### src/rtl/serv_pc_pkg.sv
// rtl/serv_pc_pkg.sv - shared states, constants and sizing helpers for serv_pc_ctrl
package serv_pc_pkg;

  typedef enum logic [1:0] {
    FETCH = 2'd0,
    IDLE  = 2'd1,
    SHIFT = 2'd2
  } pc_state_e;

  localparam int XLEN = 32;

  // PC increments for compressed and full-length instructions
  localparam logic [31:0] INC2 = 32'd2;
  localparam logic [31:0] INC4 = 32'd4;

  // U-type immediates only carry bits at and above this position
  localparam int          UMASK_LO = 12;
  localparam logic [31:0] UMASK    = ~((32'd1 << UMASK_LO) - 32'd1);

  // Number of slice cycles per PC update for slice width w
  function automatic int slice_count(input int w);
    return XLEN / w;
  endfunction

  // Width of the slice counter for slice width w
  function automatic int cnt_width(input int w);
    return (XLEN / w > 1) ? $clog2(XLEN / w) : 1;
  endfunction

endpackage

### src/rtl/serv_slice_add.sv
// rtl/serv_slice_add.sv - W-bit slice adder with carry held between slices
module serv_slice_add #(
  parameter int W = 1
) (
  input  logic         clk,
  input  logic         rst_n,
  input  logic         clr,
  input  logic         en,
  input  logic [W-1:0] a,
  input  logic [W-1:0] b,
  output logic [W-1:0] sum
);

  logic         carry;
  logic [W:0]   full;

  assign full = {1'b0, a} + {1'b0, b} + {{W{1'b0}}, carry};
  assign sum  = full[W-1:0];

  // Carry from the previous slice; cleared before the first slice of an update
  always_ff @(posedge clk or negedge rst_n) begin
    if (!rst_n) begin
      carry <= 1'b0;
    end else if (clr) begin
      carry <= 1'b0;
    end else if (en) begin
      carry <= full[W];
    end
  end

endmodule

### src/rtl/serv_pc_ctrl.sv
// rtl/serv_pc_ctrl.sv - slice-serial PC unit with fetch handshake; optional SERV_PC_CTRL_MISALIGN_EN
module serv_pc_ctrl
  import serv_pc_pkg::*;
#(
  parameter int          W        = 1,
  parameter logic [31:0] RESET_PC = 32'd0,
  parameter bit          WITH_CSR = 1'b1,
  parameter bit          WITH_C   = 1'b1
) (
  input  logic         clk,
  input  logic         i_rst_n,
  input  logic         i_start,
  input  logic         i_jump,
  input  logic         i_jal_or_jalr,
  input  logic         i_utype,
  input  logic         i_pc_rel,
  input  logic         i_trap,
  input  logic         i_iscomp,
  input  logic [W-1:0] i_imm,
  input  logic [W-1:0] i_buf,
  input  logic [W-1:0] i_csr_pc,
  output logic [W-1:0] o_rd,
  output logic [W-1:0] o_bad_pc,
`ifdef SERV_PC_CTRL_MISALIGN_EN
  output logic         o_misalign,
`endif
  output logic         o_busy,
  output logic         o_done,
  output logic [31:0]  o_ibus_adr,
  output logic         o_ibus_cyc,
  input  logic         i_ibus_ack
);

  localparam int                N        = slice_count(W);
  localparam int                CNT_W    = cnt_width(W);
  localparam logic [CNT_W-1:0]  CNT_LAST = CNT_W'(N - 1);

  pc_state_e        state;
  pc_state_e        state_d;
  logic [31:0]      pc_sh;
  logic [31-W:0]    pc_acc;
  logic [31:0]      pc_new;
  logic [CNT_W-1:0] cnt;
  logic [5:0]       bit_pos;
  logic [31:0]      inc_val;
  logic [W-1:0]     inc_sl;
  logic [W-1:0]     pc_sl;
  logic [W-1:0]     imm_sl;
  logic [W-1:0]     csr_sl;
  logic [W-1:0]     pc4_sl;
  logic [W-1:0]     tgt_raw;
  logic [W-1:0]     tgt_sl;
  logic [W-1:0]     new_sl;
  logic             shifting;
  logic             starting;
  logic             last;
  logic             trap_en;
  logic             misalign_hit;

  assign shifting = (state == SHIFT);
  assign starting = (state == IDLE) && i_start;
  assign last     = shifting && (cnt == CNT_LAST);
  assign trap_en  = WITH_CSR && i_trap;

  // Constants and masks are shifted down to the bit position of the current slice
  assign bit_pos = 6'(cnt) * 6'(W);
  assign inc_val = (WITH_C && i_iscomp) ? INC2 : INC4;
  assign inc_sl  = W'(inc_val >> bit_pos);
  assign pc_sl   = pc_sh[W-1:0];
  assign imm_sl  = i_imm & W'(UMASK >> bit_pos);
  assign csr_sl  = i_csr_pc & W'(32'hFFFF_FFFC >> bit_pos);
  assign tgt_sl  = tgt_raw & W'(32'hFFFF_FFFE >> bit_pos);

  serv_slice_add #(.W(W)) u_pc4 (
    .clk   (clk),
    .rst_n (i_rst_n),
    .clr   (starting),
    .en    (shifting),
    .a     (pc_sl),
    .b     (inc_sl),
    .sum   (pc4_sl)
  );

  serv_slice_add #(.W(W)) u_tgt (
    .clk   (clk),
    .rst_n (i_rst_n),
    .clr   (starting),
    .en    (shifting),
    .a     (i_pc_rel ? pc_sl : {W{1'b0}}),
    .b     (i_utype ? imm_sl : i_buf),
    .sum   (tgt_raw)
  );

  assign new_sl = trap_en ? csr_sl : (i_jump ? tgt_sl : pc4_sl);
  assign pc_new = {new_sl, pc_acc};

  assign o_rd     = shifting ? (({W{i_utype}} & tgt_sl) | ({W{i_jal_or_jalr}} & pc4_sl)) : {W{1'b0}};
  assign o_bad_pc = shifting ? tgt_sl : {W{1'b0}};

`ifdef SERV_PC_CTRL_MISALIGN_EN
  // Without compressed support a target on a 2-byte boundary cannot be fetched
  assign misalign_hit = last && i_jump && !trap_en && !WITH_C && pc_new[1];
`else
  assign misalign_hit = 1'b0;
`endif

  assign o_busy     = (state != IDLE);
  assign o_ibus_cyc = (state == FETCH);

  // State register; reset lands in FETCH so the reset vector is requested first
  always_ff @(posedge clk or negedge i_rst_n) begin
    if (!i_rst_n) begin
      state <= FETCH;
    end else begin
      state <= state_d;
    end
  end

  // Next-state decode
  always_comb begin
    state_d = state;
    case (state)
      FETCH:   if (i_ibus_ack) state_d = IDLE;
      IDLE:    if (i_start) state_d = SHIFT;
      SHIFT:   if (cnt == CNT_LAST) state_d = misalign_hit ? IDLE : FETCH;
      default: state_d = FETCH;
    endcase
  end

  // PC datapath: snapshot on start, shift slices through, commit on the last slice
  always_ff @(posedge clk or negedge i_rst_n) begin
    if (!i_rst_n) begin
      o_ibus_adr <= RESET_PC;
      pc_sh      <= 32'd0;
      pc_acc     <= '0;
      cnt        <= '0;
      o_done     <= 1'b0;
    end else begin
      o_done <= ((state == FETCH) && i_ibus_ack) || misalign_hit;
      if (starting) begin
        pc_sh <= o_ibus_adr;
        cnt   <= '0;
      end else if (shifting) begin
        pc_sh  <= pc_sh >> W;
        pc_acc <= pc_new[31:W];
        cnt    <= cnt + 1'b1;
        if (last && !misalign_hit) begin
          o_ibus_adr <= pc_new;
        end
      end
    end
  end

`ifdef SERV_PC_CTRL_MISALIGN_EN
  // One-cycle flag accompanying the done pulse of a rejected jump
  always_ff @(posedge clk or negedge i_rst_n) begin
    if (!i_rst_n) begin
      o_misalign <= 1'b0;
    end else begin
      o_misalign <= misalign_hit;
    end
  end
`endif

endmodule

### config.mk
export PLATFORM = sky130hd
export DESIGN_NAME = serv_pc_ctrl
export DESIGN_NICKNAME = d
export VERILOG_FILES = /design/src/rtl/serv_pc_pkg.sv /design/src/rtl/serv_slice_add.sv /design/src/rtl/serv_pc_ctrl.sv
export SDC_FILE = /design/constraint.sdc
export NUM_CORES = 1
export LEC_CHECK = 0
export ABC_AREA = 1
export BUFFER_PORTS_ARGS = -buffer_cell sky130_fd_sc_hd__buf_4
export CORE_ASPECT_RATIO = 0.9
export CORE_UTILIZATION = 45
export DETAILED_ROUTE_END_ITERATION = 10
export GPL_ROUTABILITY_DRIVEN = 0
export PLACE_DENSITY = 0.63
export SETUP_SLACK_MARGIN = 0.15
export SLEW_MARGIN = 20
export SYNTH_ARGS = -nofsm -noshare
export SYNTH_HDL_FRONTEND = slang
export SYNTH_HIERARCHICAL = 1
export SYNTH_SLANG_ARGS = --single-unit
export TNS_END_PERCENT = 30
### constraint.sdc
create_clock -name clk -period 1.78 [get_ports clk]
set_input_delay 0.178 -clock clk [delete_from_list [all_inputs] [get_ports clk]]
set_output_delay 0.178 -clock clk [all_outputs]
set_load 0.005 [all_outputs]
Word-level counts from Yosys, hierarchy flattened

Cells that the tools add are included.
Widths: inputs -> output; s select.

Logic and storage cells: 58
Input port bits: 13
Register bits: 105
Output and inout bits: 37

Bitwise logic cells: 7
Equality and inequality tests: 7
Muxes and demuxes: 19
$add $sub $neg: 5
Shift-type cells: 4
Reductions and logical operators: 8

Operators by type and width:

| kind                 | count |
|---|---|
| $shr 32x5->1 const A | 3 |
| $mux 32              | 2 |
| $mux 1               | 10 |
| $mux 5               | 2 |
| $mux 2               | 3 |
| $ne 2x1->1 const B   | 3 |
| $pmux 2 s3           | 1 |
| $reduce_and 3->1     | 2 |
| $add 5x1->5 const B  | 1 |
| $and 1x1->1          | 5 |
| $eq 5x5->1 const B   | 1 |
| $shr 3x5->1          | 1 |
| $add 1x1->2          | 2 |
| $add 2x1->2          | 2 |
| $logic_and 1x1->1    | 3 |
| $mux 3               | 1 |
| $eq 2x1->1 const B   | 1 |
| $eq 2x2->1 const B   | 1 |
| $logic_not 2->1      | 1 |
| $ne 2x2->1 const B   | 1 |
| $reduce_and 2->1     | 1 |
| $reduce_bool 2->1    | 1 |
| $not 1->1            | 1 |
| $or 1x1->1           | 1 |

Logic depth before layout (Yosys ltp)

Depth after elaboration: 9
Depth in mapped cells: 12
Depth with buffers taken out: 12

Cells and area by module

The synthesis kept the hierarchy.

Modules (own cells, without submodules):

| module         | instances | area an instance (um2) | seq. area each (um2) | cells each |
|---|---|---|---|---|
| serv_pc_ctrl   | 1         | 4212.8                 | 2577.5               | 474 |
| serv_slice_add | 2         | 65.1                   | 25.0                 | 7 |

Worst setup path before layout

No wires, ideal clock.

Path kind: register to output
Start point: reg cnt[2]
End point: out o_rd
Path slack: -0.038 ns
Buffers on the path: 0
Stages on the path, launching flop included: 10
Arrival time: 1.640 ns
Required time: 1.602 ns
Cell sequence: dfrtp_1 > nand2_1 > inv_1 > o211ai_1 > o21ai_0 > fa_1 > nand2_1 > nor2_1 > nand2_1 > nand2_1

Word-level cells in the longest chain between the ends: 9
Elaborated cells between the ends (all ways): 14
Those cells by class: add/sub (4); shift (3); mux (2); bitwise (5)

RTL lines:

| element                | line                 | source |
|---|---|---|
| from (decl)            | serv_pc_ctrl.sv:43   | `logic [CNT_W-1:0] cnt;` |
| from (signal assigned) | serv_pc_ctrl.sv:146  | `cnt <= cnt + 1'b1;` |
| $shr 32x5->1           | serv_pc_ctrl.sv:70   | `assign imm_sl = i_imm & W'(UMASK >> bit_pos);` |
| $and 1x1->1            | serv_pc_ctrl.sv:70   |  |
| $mux 1                 | serv_pc_ctrl.sv:90   | `.b (i_utype ? imm_sl : i_buf),` |
| $add 1x1->2            | serv_slice_add.sv:17 | `assign full = {1'b0, a} + {1'b0, b} + {{W{1'b0}}, carry};` |
| $add 2x1->2            | serv_slice_add.sv:17 |  |
| net tgt_raw            | serv_pc_ctrl.sv:51   | `logic [W-1:0] tgt_raw;` |
| $and 1x1->1            | serv_pc_ctrl.sv:72   | `assign tgt_sl = tgt_raw & W'(32'hFFFF_FFFE >> bit_pos);` |
| $and 1x1->1            | serv_pc_ctrl.sv:97   | `assign o_rd = shifting ? (({W{i_utype}} & tgt_sl) \| ({W{i_jal_or_jalr}} & pc4_sl)) : {W{1'b0}};` |
| $or 1x1->1             | serv_pc_ctrl.sv:97   |  |
| $mux 1                 | serv_pc_ctrl.sv:97   |  |
| to (decl)              | serv_pc_ctrl.sv:22   | `output logic [W-1:0] o_rd,` |

The timed path passes the listed nets, and every way through them passes these cells.

Worst setup path after layout

Start point: reg cnt[3]
End point: out o_rd

The elaborated chain is that of the path after synthesis.

==> impl_metrics.yaml <==
outcome:
  outcome: "finished with violations"
  violations: "negative setup slack"
logic_synthesis:
  synth-edff-count: 0
  synthArstFlopShare: 1.000
  synth_area_leaders: "dfrtp_1, nand2_1, o21ai_0, inv_1, nand3_1"
  ys.flop_type: "dfrtp_1"
  yosysTopAreaCell: "dfrtp_1"
  synth_most_common_cell: "nand2_1"
  synth_nets: 506
  yosysSeqAreaShare: 0.6050
  yosysUniqueCellTypes: 23
  synth-warning-count: 6
  synth_top_area_frac: 0.6050
  synth_area_um2: 4343
  syn_inst: 488
  synth.avg_cell_area_um2: 8.899
  synth_common_cells: "nand2_1, dfrtp_1, o21ai_0"
  synth_seq_cells: 105
cells_and_area:
  drive_gt1_frac: 0.1874
  diodes: 0
  nets: 568
  stdcell_area_um2: 5230
  multi_input_area_um2: 1433
  n_fill_cell: 851
  areaGrowthSynthToFinish_pct: 20.43
  seq_area_um2: 2629
  final_util: 0.5655
global_route:
  grt_max_degree: 53
  overflow: 0
  track_usage: 0.1861
  grt_antenna_before_repair: 0
  grt_pass1_vias: 3131
  grt_pass1_wl_mm: 14.63
timing:
  layout_min_cycle_time_ns: 2.182
  skew_ns: 0.007208
  max_slew.worst_pin.slew_ns: 0.4884
  maxClockFrequency_ghz: 0.4584
  timing.slew.headroom: 0.6744
  hold_viol_final: 0
  fin_ws_ns: -0.4016
  setup_viol: 4
  fin_crit_sh: 1.226
  drv_slew: 0
  rsz0062_at_grt: "yes"
die:
  pin_count: 50
  initial_core_util: 0.4696
  core_um2: 9249
  die-area_um2: 10050
  die_h_um: 95.20
  placementRows: 33
  chipWidth_um: 105.6
clock_tree:
  cts_buffers: 9
  h-tree-depth: 3
  clk_pin_slew_ns: 0.10
  clock_latency_ns: 0.37
  cts_tree: "built"
  root_buffer: "clkbuf_8"
  ctsLongestPathBuffers: 2
  clkSinkCount: 105
critical_path:
  r2r_cells: 14
  max_stage_delay_ns: 0.50
  cp_slowest_cell: "fa_1"
  cp-startpoint: "cnt[3]$_DFFE_PN0P_"
  worstSetupEndpoint: "o_rd"
  path_delay_family: "adder cells"
  worstSetupStartpointType: "flip-flop"
  rr_endpoint: "pc_acc[30]$_DFFE_PN0P_"
  endpoint_kind: "output pin"
  cp.depth: 10
  cp.required_ns: 1.60
  critPathBufInv: 2
  crit_type: "flip-flop to output pin"
  rrSetupSlack_ns: -0.22
  critical_path_arrival_ns: 2.00
  r2r-start: "cnt[3]$_DFFE_PN0P_"
  cp_max_fo: 3
  cp_cell_sequence: "nand2_2, inv_2, o211ai_1, o21ai_1, fa_1, nand2_2, nor2_2, nand2_1, nand2_1, buf_4"
pwr:
  power_mw: 6.687
  p_leak_nw: 2.580
  ir_drop_mv: 1.131
  power.density_nw_per_um2: 1279
drt:
  vias_per_cell: 4.914
  drt-initial-drc-count: 154
  drt_pass1_iterations: 4
  wire_per_inst_um: 12.42
  vias: 3327
  ant_nets: 0
  totalWireLength_mm: 8.405
  route.detailed.drc: 0
place:
  port-buffer-count: 49
  post-dp-hpwl_mm: 5.694
  placed_cell_area_um2: 4942
run:
  drv_cap: 0
worst_hold_path:
  hp-class: "input pin to flip-flop"
==> worst reg2reg max path, cell delays in order (launching register included) <==
cell and delay [ns]:
dfrtp_1 0.42, nand2_2 0.08, inv_2 0.04, o211ai_1 0.14, o21ai_1 0.10, fa_1 0.50, nand2_2 0.07, buf_4 0.13
buf_4 0.12, buf_6 0.10, nand2_1 0.04, nand2_1 0.05, nand2_2 0.06, nand2_1 0.05, nand2_1 0.06
==> worst min-delay path by stage <==
| stage | depth (start not counted) | to | from | slack, ns |
|---|---|---|---|---|
| 6_report | 3 | o_done$_DFF_PN0_ | i_ibus_ack | 0.05 |
| 2_1_floorplan | 0 | cnt[0]$_DFFE_PN0P_ | i_rst_n | -0.12 |
| 3_3_place_gp | 1 | cnt[3]$_DFFE_PN0P_ | i_rst_n | 0.18 |
| 4_1_cts | 3 | o_done$_DFF_PN0_ | i_ibus_ack | 0.03 |
| 3_5_place_dp | 1 | cnt[3]$_DFFE_PN0P_ | i_rst_n | 0.17 |
| 5_1_grt | 3 | o_done$_DFF_PN0_ | i_ibus_ack | 0.06 |
==> flip-flops by register name, indices dropped and copies added, names as in the netlist <==
| name | flops |
|---|---|
| u_tgt/carry | 1 |
| pc_sh | 32 |
| o_done | 1 |
| u_pc4/carry | 1 |
| cnt | 5 |
| pc_acc | 31 |
| state | 2 |
| o_ibus_adr | 32 |
==> layer usage <==
layer  vias up  GRT usage  routed length, µm
met1      1607     0.2484               4043
met5         -          0                  0
met4         0    0.05440                 70
met2        55     0.3054               3995
li1       1658          -                  -
met3         7    0.04580                296
==> stage by stage <==
stage / setup WS, ns / std cells / setup TNS [ns] / hold slack, ns
3_3_place_gp: -0.04137 / 656 / -0.1162 / 0.1760
2_1_floorplan: 0.03909 / 488 / 0 / -0.1176
6_report: -0.4016 / 677 / -1.136 / 0.05495
4_1_cts: -0.4539 / 676 / -1.072 / 0.03401
3_5_place_dp: -0.08028 / 656 / -0.2124 / 0.1738
5_1_grt: -0.5755 / 677 / -1.731 / 0.06376
==> cells in the final DEF, fill, tap and decap left out, types with 4 or more instances in the layout <==
| cell | count |
|---|---|
| nand2_1 | 177 |
| dfrtp_1 | 104 |
| buf_4 | 65 |
| o21ai_0 | 58 |
| inv_1 | 44 |
| nand3_1 | 33 |
| nor2_1 | 11 |
| clkbuf_8 | 10 |
| o21ai_1 | 9 |
| inv_2 | 5 |
| o211ai_1 | 5 |
| buf_12 | 5 |
| nand2_2 | 4 |
==> timing repair <==
item,in CTS,in global routing
setup buffers,2,1
hold buffers,2,0
endpoints found under the setup margin,21,35
hold endpoints to repair,34,0
pin swaps,2,2
resized for setup,6,14
==> cell families (layout without fill, tap and decap cells) <==
| group | count (synthesis) | count (layout) | synth area share |
|---|---|---|---|
| buffers and inverters | 71 | 138 | 0.06915 |
| xor gates and xnor gates | 1 | 1 | 0.002017 |
| AOI/OAI and AO/OA | 76 | 76 | 0.09219 |
| adders and majority gates | 5 | 5 | 0.01786 |
| and+or+nand+nor | 230 | 230 | 0.2138 |
| DFF | 105 | 105 | 0.6050 |
==> power by group <==
group	total (mW)	internal [mW]	leakage [nW]	switching, mW
clock network	1.54	0.708	0.105	0.831
registers	3.19	2.89	1.44	0.299
logic	1.96	0.773	1.04	1.18
==> final cells by class <==
class                           instances  share of cell area
Sequential cell                       105              0.5026
Inverter                               49             0.03517
Timing Repair Buffer                   73              0.1184
Multi-Input combinational cell        312              0.2739
Clock inverter                          6             0.01435
Clock buffer                           10             0.02632
Tap cell                              122             0.02919
Note: power is estimated with default switching activity, not from simulation.
